--- src/rtl/instr_encoder_pkg.sv ---
// Shared types and constants for the RV32I field encoder / instruction-memory loader.
package instr_encoder_pkg;

  localparam int unsigned INSTR_W = 32;

  typedef enum logic [2:0] {
    KIND_LOAD   = 3'd0,
    KIND_STORE  = 3'd1,
    KIND_RTYPE  = 3'd2,
    KIND_BRANCH = 3'd3,
    KIND_ITYPE  = 3'd4,
    KIND_JAL    = 3'd5,
    KIND_ILL6   = 3'd6,
    KIND_ILL7   = 3'd7
  } kind_e;

  localparam logic [6:0] OP_LOAD  = 7'b0000011;
  localparam logic [6:0] OP_STORE = 7'b0100011;
  localparam logic [6:0] OP_R     = 7'b0110011;
  localparam logic [6:0] OP_B     = 7'b1100011;
  localparam logic [6:0] OP_I     = 7'b0010011;
  localparam logic [6:0] OP_JAL   = 7'b1101111;

  localparam logic [INSTR_W-1:0] NOP = 32'h0000_0013;

  localparam int unsigned IMM_I_BITS = 12;
  localparam int unsigned IMM_S_BITS = 12;
  localparam int unsigned IMM_B_BITS = 13;
  localparam int unsigned IMM_J_BITS = 21;

  typedef struct packed {
    kind_e        kind;
    logic [2:0]   funct3;
    logic         funct7b5;
    logic [4:0]   rd;
    logic [4:0]   rs1;
    logic [4:0]   rs2;
    logic [31:0]  imm;
  } fields_t;

  // True when imm is representable as a signed value of the given bit count.
  function automatic logic imm_fits(input logic [31:0] imm, input int unsigned bits);
    logic [31:0] mask;
    mask = 32'hFFFF_FFFF << (bits - 1);
    return ((imm & mask) == 32'h0) || ((imm & mask) == mask);
  endfunction

endpackage

--- src/rtl/instr_encoder_pack.sv ---
// Combinational packer: decoded fields -> 32-bit RV32I word plus error flags.
module instr_pack
  import instr_encoder_pkg::*;
(
  input  fields_t              fields_i,
  output logic [INSTR_W-1:0]   instr_o,
  output logic                 range_err_o,
  output logic                 illegal_o
);

  logic [31:0] imm;
  logic [2:0]  f3;
  logic [6:0]  funct7;

  assign imm    = fields_i.imm;
  assign f3     = fields_i.funct3;
  assign funct7 = {1'b0, fields_i.funct7b5, 5'b00000};

  always_comb begin
    instr_o     = NOP;
    range_err_o = 1'b0;
    illegal_o   = 1'b0;
    case (fields_i.kind)
      KIND_LOAD, KIND_ITYPE: begin
        instr_o = {imm[11:0], fields_i.rs1, f3, fields_i.rd,
                   (fields_i.kind == KIND_LOAD) ? OP_LOAD : OP_I};
        // Shift-immediates carry funct7 in the upper bits and a 5-bit shamt.
        if (fields_i.kind == KIND_ITYPE && (f3 == 3'b001 || f3 == 3'b101))
          instr_o[31:20] = {funct7, imm[4:0]};
        range_err_o = !imm_fits(imm, IMM_I_BITS);
      end
      KIND_STORE: begin
        instr_o = {imm[11:5], fields_i.rs2, fields_i.rs1, f3, imm[4:0], OP_STORE};
        range_err_o = !imm_fits(imm, IMM_S_BITS);
      end
      KIND_RTYPE: begin
        instr_o = {funct7, fields_i.rs2, fields_i.rs1, f3, fields_i.rd, OP_R};
      end
      KIND_BRANCH: begin
        instr_o = {imm[12], imm[10:5], fields_i.rs2, fields_i.rs1, f3,
                   imm[4:1], imm[11], OP_B};
        range_err_o = !imm_fits(imm, IMM_B_BITS) || imm[0];
      end
      KIND_JAL: begin
        instr_o = {imm[20], imm[10:1], imm[11], imm[19:12], fields_i.rd, OP_JAL};
        range_err_o = !imm_fits(imm, IMM_J_BITS) || imm[0];
      end
      default: illegal_o = 1'b1;
    endcase
  end

endmodule

--- src/rtl/instr_encoder.sv ---
// Instruction-memory loader: encodes field bundles and streams words with sequential addresses.
module instr_encoder
  import instr_encoder_pkg::*;
#(
  parameter int unsigned ADDR_W = 6,
  parameter int unsigned DEPTH  = 64
) (
  input  logic                clk,
  input  logic                reset_n,
  input  logic                start,
  input  logic                in_valid,
  output logic                in_ready,
  input  logic [2:0]          in_kind,
  input  logic [2:0]          in_funct3,
  input  logic                in_funct7b5,
  input  logic [4:0]          in_rd,
  input  logic [4:0]          in_rs1,
  input  logic [4:0]          in_rs2,
  input  logic [31:0]         in_imm,
  output logic                out_valid,
  input  logic                out_ready,
  output logic [ADDR_W-1:0]   out_addr,
  output logic [INSTR_W-1:0]  out_instr,
  output logic [ADDR_W:0]     count,
  output logic                full,
  output logic                err
);

  localparam int unsigned CNT_W = ADDR_W + 1;

  fields_t              fields;
  logic [INSTR_W-1:0]   pack_instr;
  logic                 pack_range_err;
  logic                 pack_illegal;

  logic                 out_valid_q, out_valid_d;
  logic [ADDR_W-1:0]    out_addr_q, out_addr_d;
  logic [INSTR_W-1:0]   out_instr_q, out_instr_d;
  logic [ADDR_W-1:0]    next_addr_q, next_addr_d;
  logic [CNT_W-1:0]     accepted_q, accepted_d;
  logic [CNT_W-1:0]     count_q, count_d;
  logic                 full_q, full_d;
  logic                 err_q, err_d;

  logic                 full_pending;
  logic                 in_fire;
  logic                 out_fire;

  assign fields = '{kind:     kind_e'(in_kind),
                    funct3:   in_funct3,
                    funct7b5: in_funct7b5,
                    rd:       in_rd,
                    rs1:      in_rs1,
                    rs2:      in_rs2,
                    imm:      in_imm};

  instr_pack u_pack (
    .fields_i    (fields),
    .instr_o     (pack_instr),
    .range_err_o (pack_range_err),
    .illegal_o   (pack_illegal)
  );

  assign full_pending = (accepted_q == CNT_W'(DEPTH));
  assign in_ready     = !start && !full_pending && (!out_valid_q || out_ready);
  assign in_fire      = in_valid && in_ready;
  assign out_fire     = out_valid_q && out_ready;

  always_comb begin
    out_valid_d = out_valid_q;
    out_addr_d  = out_addr_q;
    out_instr_d = out_instr_q;
    next_addr_d = next_addr_q;
    accepted_d  = accepted_q;
    count_d     = count_q;
    err_d       = err_q;

    if (in_fire) begin
      out_valid_d = 1'b1;
      out_instr_d = pack_instr;
      out_addr_d  = next_addr_q;
      next_addr_d = next_addr_q + ADDR_W'(1);
      accepted_d  = accepted_q + CNT_W'(1);
      if (pack_range_err || pack_illegal)
        err_d = 1'b1;
    end else if (out_fire) begin
      out_valid_d = 1'b0;
    end

    if (out_fire)
      count_d = count_q + CNT_W'(1);

    // A word still waiting in the output register is carried into the new run.
    if (start) begin
      next_addr_d = '0;
      count_d     = '0;
      err_d       = 1'b0;
      accepted_d  = (out_valid_q && !out_ready) ? CNT_W'(1) : CNT_W'(0);
    end

    full_d = (count_d == CNT_W'(DEPTH));
  end

  always_ff @(posedge clk or negedge reset_n) begin
    if (!reset_n) begin
      out_valid_q <= 1'b0;
      out_addr_q  <= '0;
      out_instr_q <= '0;
      next_addr_q <= '0;
      accepted_q  <= '0;
      count_q     <= '0;
      full_q      <= 1'b0;
      err_q       <= 1'b0;
    end else begin
      out_valid_q <= out_valid_d;
      out_addr_q  <= out_addr_d;
      out_instr_q <= out_instr_d;
      next_addr_q <= next_addr_d;
      accepted_q  <= accepted_d;
      count_q     <= count_d;
      full_q      <= full_d;
      err_q       <= err_d;
    end
  end

  assign out_valid = out_valid_q;
  assign out_addr  = out_addr_q;
  assign out_instr = out_instr_q;
  assign count     = count_q;
  assign full      = full_q;
  assign err       = err_q;

endmodule

--- config.mk ---
export PLATFORM = sky130hd
export DESIGN_NAME = instr_encoder
export DESIGN_NICKNAME = d
export VERILOG_FILES = /design/src/rtl/instr_encoder_pkg.sv /design/src/rtl/instr_encoder_pack.sv /design/src/rtl/instr_encoder.sv
export SDC_FILE = /design/constraint.sdc
export NUM_CORES = 1
export LEC_CHECK = 0
export ABC_AREA = 1
export CAP_MARGIN = 20
export CORE_MARGIN = 2
export CORE_UTILIZATION = 29
export DETAILED_ROUTE_END_ITERATION = 6
export HOLD_SLACK_MARGIN = 0.05
export PLACE_DENSITY_LB_ADDON = 0.08
export SKIP_CTS_REPAIR_TIMING = 1
export SYNTH_ARGS = -nofsm -noshare
export SYNTH_HDL_FRONTEND = slang
export SYNTH_SLANG_ARGS = --single-unit
export TNS_END_PERCENT = 20
--- constraint.sdc ---
create_clock -name clk -period 1.75 [get_ports clk]
set_input_delay 0.175 -clock clk [delete_from_list [all_inputs] [get_ports clk]]
set_output_delay 0.175 -clock clk [all_outputs]
set_load 0.1 [all_outputs]
**Word level (Yosys, flattened, before mapping)**

Index checks and enable logic that the tools add are counted.

- Register bits: 61
- Output and inout bits: 49
- Word-level logic and storage cells: 72

- Add/subtract/negate cells: 3
- Equal/unequal tests: 12
- Mux-type cells: 17
- Reduce and logical (&&, ||, !) cells: 32

Operators by type and width:

| kind | count |
|---|---|
| one-hot mux 32 bit (5 select lines) | 1 |
| logical NOT 32 bit | 3 |
| 2-to-1 mux 7 bit | 4 |
| equality test 21 bit, second input constant | 1 |
| equality test 20 bit, second input constant | 1 |
| adder 7 x 1 -> 7 bit, second input constant | 2 |
| equality test 7 bit, second input constant | 2 |
| equality test 12 bit, second input constant | 1 |
| 2-to-1 mux 12 bit | 1 |
| 2-to-1 mux 6 bit | 2 |
| equality test 3 bit, second input constant | 3 |
| logical OR 1 bit | 8 |
| logical NOT 1 bit | 7 |
| 2-to-1 mux 1 bit | 7 |
| adder 6 x 1 -> 6 bit, second input constant | 1 |
| equality test 3 x 1 -> 1 bit, second input constant | 2 |
| equality test 3 x 2 -> 1 bit, second input constant | 2 |
| logical AND 1 bit | 6 |
| nonzero test 2 bit | 3 |
| OR reduction 6 bit | 1 |
| 2-to-1 mux 5 bit | 1 |
| logical NOT 3 bit | 1 |
| one-hot mux 1 bit (3 select lines) | 1 |
| OR reduction 3 bit | 1 |
| 2 further kinds | 2 |

**Depth between registers and ports, before layout**

- Depth after elaboration: 9
- Gate-level depth with buffers: 11
- Mapped depth without buffers: 11

**Modules after synthesis**

A second synthesis with hierarchy kept.

- Cells, all modules: 477
- Area total of the unflattened synthesis: 3353.2 um^2

By module, submodules not included:

| module | instances | cells each | area an instance (um^2) | sequential area each (um^2) |
|---|---|---|---|---|
| instr_encoder | 1 | 323 | 2685.1 | 1526.5 |
| instr_pack | 1 | 154 | 668.1 | 0.0 |

**Worst setup path before layout**

Ideal clock, no wire load.

- Path kind: reg2reg
- From: register count_q[1], in the netlist count[1]
- To: register full_q, in the netlist full
- Setup time: 71 ps
- Arrival time: 1955 ps
- Required time: 1679 ps
- Slack: -276 ps
- Cell stages (with the launch flop): 8
- Period minus slack after synthesis: 2026 ps
- Path through: dfrtp_1 -> ha_1 -> or2_2 -> nand3_1 -> inv_1 -> nor3_1 -> nand2_1 -> nor2_1

- Cells in the longest elaborated chain, start to end: 4

RTL lines:

| item | RTL line | source |
|---|---|---|
| from (decl) | instr_encoder.sv:41 | `logic [CNT_W-1:0] count_q, count_d;` |
| from (signal assigned) | instr_encoder.sv:120 | `count_q <= count_d;` |
| adder 7 x 1 -> 7 bit | instr_encoder.sv:91 | `count_d = count_q + CNT_W'(1);` |
| 2-to-1 mux 7 bit * | instr_encoder.sv:90 | `if (out_fire)` |
| 2-to-1 mux 7 bit * | instr_encoder.sv:94 | `if (start) begin` |
| via count_d[1] | instr_encoder.sv:41 |  |
| equality test 7 bit * | instr_encoder.sv:101 | `full_d = (count_d == CNT_W'(DEPTH));` |
| via full_d | instr_encoder.sv:42 | `logic full_q, full_d;` |
| to (signal assigned) | instr_encoder.sv:121 | `full_q <= full_d;` |
| to (decl) | instr_encoder.sv:42 |  |

The timed path passes the listed nets; every way through them passes the cells marked *.
A chain may end at the register's enable or synchronous reset.

**Worst setup path after layout**

- From: register accepted_q[1]
- To: output port in_ready

- Cells in the longest elaborated chain, start to end: 4

RTL lines:

| item | RTL line | source |
|---|---|---|
| from (decl) | instr_encoder.sv:40 | `logic [CNT_W-1:0] accepted_q, accepted_d;` |
| from (signal assigned) | instr_encoder.sv:119 | `accepted_q <= accepted_d;` |
| equality test 7 bit | instr_encoder.sv:64 | `assign full_pending = (accepted_q == CNT_W'(DEPTH));` |
| logical NOT 1 bit | instr_encoder.sv:65 | `assign in_ready = !start && !full_pending && (!out_valid_q \|\| out_ready);` |
| logical AND 1 bit (2 in a row) | instr_encoder.sv:65 |  |
| to (decl) | instr_encoder.sv:12 | `output logic in_ready,` |

No other way between the ends.

==> results.json <==
{
  "path_clk_slew_ps": 70,
  "h-tree-depth": 3,
  "antenna_found_initial": 0,
  "vdd_drop_max_uv": 492,
  "cts_tree": "yes",
  "fillers": 1157,
  "fin_crit_sh_pct": 93.1,
  "drc_errors": 0,
  "wl_per_cell_microns": 12.5,
  "layout_min_cycle_time_ps": 1630,
  "num_vias": 3000,
  "crit_path_start_kind": "register",
  "wl_met2_mm": 4.27,
  "syn_area_sq_mm": 0.00316,
  "relSlewSlack_pct": 81.2,
  "met1_length_mm": 3.72,
  "reg2reg_from": "accepted_q[1]",
  "clkSinkCount": 59,
  "regToRegEndpoint": "err",
  "ff2ff_setup_slack_ps": 190,
  "whs_ps": 349,
  "rsz0062_at_grt": "true",
  "final-hold-violation-count": 0,
  "worst_slew_pin_slew_ps": 281,
  "antenna_cells": 0,
  "wl_mm": 8.56,
  "grt_pass1_wl_mm": 14.3,
  "setup_viol": 0,
  "crit_type": "register to output pin",
  "rows": 38,
  "cp_data_arrival_time_ps": 1450,
  "area_delta_synth_final_pct": 46.2,
  "num-nets-final": 601,
  "dieHeight_microns": 108,
  "reg2reg_depth": 10,
  "critical_path_buf_inv_count": 3,
  "cap_viol_max_count": 0,
  "highest_layer": "met4",
  "antenna_left": 0,
  "ys_warn_count": 0,
  "clk_path_buf_depth": 2,
  "combPwrFrac_pct": 37.6,
  "crit_family": "flip-flops",
  "syn-instance-count": 419,
  "p_clk_share_pct": 29.2,
  "ys_ff_latch": 59,
  "stdcell_count": 683,
  "crit_top_cell": "inv_1",
  "power_leakage_nw": 2.30,
  "start_util_pct": 29.4,
  "status": "finished, final reports clean",
  "seqPwrFrac_pct": 33.2,
  "pin_count": 108,
  "grt_pass1_vias": 3081,
  "worstPathRequired_ps": 1570,
  "drtPass1Iterations": 4,
  "ys_types": 30,
  "end_kind": "output pin",
  "intPower_mw": 2.79,
  "drive_above_1_share_pct": 19.3,
  "clk_latency_ps": 340,
  "die-area_sq_mm": 0.0118,
  "wl_met3_microns": 493,
  "yosysSeqAreaShare_pct": 46.7,
  "p_total_mw": 4.79,
  "p_per_area_mw_per_mm2": 1040,
  "cp_max_fo": 3,
  "dp_hpwl_mm": 6.58,
  "avgViaCountPerCell": 4.39,
  "p_sw_mw": 2.00,
  "yosysTopAreaCell": "dfrtp_1",
  "synth_top_area_share_pct": 46.7,
  "dieWidth_microns": 108,
  "maxSlewViolCount": 0,
  "fin_util_pct": 43.0,
  "track_usage_pct": 15.5,
  "grt_max_degree": 36,
  "syn_nets": 482,
  "fin_skew_ps": 10.1,
  "synth.avg_cell_area_sq_um": 7.55,
  "hold_class": "input pin to asynchronous set/reset pin",
  "first_iter_violations": 83,
  "cp_slowest_cell": "dfrtp_1",
  "place_inst": 666,
  "numCtsBuffers": 9,
  "io_buffer_count": 107,
  "gr-total-overflow": 0,
  "cp_slowest_stage_delay_ps": 400,
  "gp_congestion": 0.797,
  "netSwitchingFraction_pct": 41.7,
  "synth_area_leaders": "dfrtp_1, nand2_1, o21ai_0, nor2_1, inv_1",
  "coreArea_sq_mm": 0.0107,
  "cts_root_buf": "clkbuf_8",
  "cp_cell_sequence": "inv_1 -> ha_1 -> nand4_1 -> nand2_1 -> inv_1 -> buf_12",
  "max_clock_freq_mhz": 614
}
[through the flow]
stage | cell area [sq um] | setup slack [ps] | TNS [ps]
after floorplan | 3170 | 28.3 | 0
after global placement | 4380 | 33.2 | 0
after detailed placement | 4380 | 0.999 | 0
after CTS | 4600 | 113 | 0
after global routing | 4620 | -7.75 | -7.75
final | 4620 | 121 | 0
[cell usage after synthesis]
cell type / instances
a21boi_0: 1
nand2_2: 2
nand3_1: 17
nor2_4: 3
nor2_2: 4
a21o_1: 6
buf_6: 2
xor2_1: 4
inv_2: 5
and2_1: 1
a22oi_1: 2
o221ai_1: 1
o21bai_1: 2
o21ai_1: 1
inv_1: 38
o21ai_0: 37
a21oi_1: 11
nand4_1: 8
clkbuf_1: 1
ha_1: 4
dfrtp_1: 59
buf_4: 6
buf_2: 5
nand2_1: 147
nand3_2: 1
nor3_1: 5
nor3b_4: 1
o21ai_4: 1
or2_2: 3
nor2_1: 41
[logic make-up (layout without fill, tap and decap cells)]
group                      after synthesis  after routing  share of synthesized area (%)
AOI/OAI and AO/OA                       62             62                           11.2
xor gates and xnor gates                 4              4                           1.11
adders and majority gates                4              4                           1.58
buffers and inverters                   57            181                           8.15
DFF                                     59             59                           46.7
and+or+nand+nor                        233            233                           31.3
[flip-flops by register name, indices dropped and copies added, names as in the netlist]
register and count:
next_addr_q 6, out_instr 30, out_addr 6, full 1, count 7, out_valid 1, accepted_q 7, err 1
[placed cells by master, fill, tap and decap left out, types with 8 or more instances in the layout]
master,n
nand2_1,146
buf_4,56
clkbuf_8,10
dfrtp_1,54
nand3_1,17
nand4_1,8
a21oi_1,11
clkdlybuf4s50_1,57
nor2_1,41
inv_1,38
o21ai_0,37
[area by class of cell]
cell class              instances  area [sq um]  area share, %
repair buffers                122          1150           24.8
clock buffers                  11           141           3.06
clock inverters                 5          77.6           1.68
multi-input cells             303          1440           31.1
inverters                      43           161           3.49
well taps                     140           175           3.79
flip-flops and latches         59          1480           32.1
[power by group through the flow]
stage	clock, mW	sequential (mW)	combinational [mW]
after floorplan	0	2.56	0.327
after global placement	0	1.62	1.81
after detailed placement	0	1.62	1.81
after CTS	1.45	1.60	1.82
after global routing	1.51	1.62	1.90
final	1.40	1.59	1.80
[worst register-to-register path, stage by stage (launching register included)]
cell	delay, ps
dfrtp_1	400
inv_1	80
ha_1	140
nand4_1	170
nand3_4	180
buf_12	200
nor2_1	70
nand2_1	70
nand2_1	40
nand2_1	50
nand2_1	40
[per-layer routing]
metal  GRT usage (%)  vias up
li1                -     1564
met1            18.2     1357
met2            27.1       72
met3            5.30        7
met4            4.03        0
met5               0        -
[how the worst max path moves through the flow]
stage / start / to / slack (ps) / cells after the start
final: accepted_q[1] / in_ready / 120 / 6
after floorplan: count[1] / full / 30 / 7
after global placement: out_ready / accepted_q[0] / 30 / 7
after detailed placement: out_ready / accepted_q[0] / 1 / 7
after global routing: accepted_q[1] / in_ready / -8 / 6
after CTS: accepted_q[1] / accepted_q[0] / 110 / 7
(Power assumes the default switching activity.)
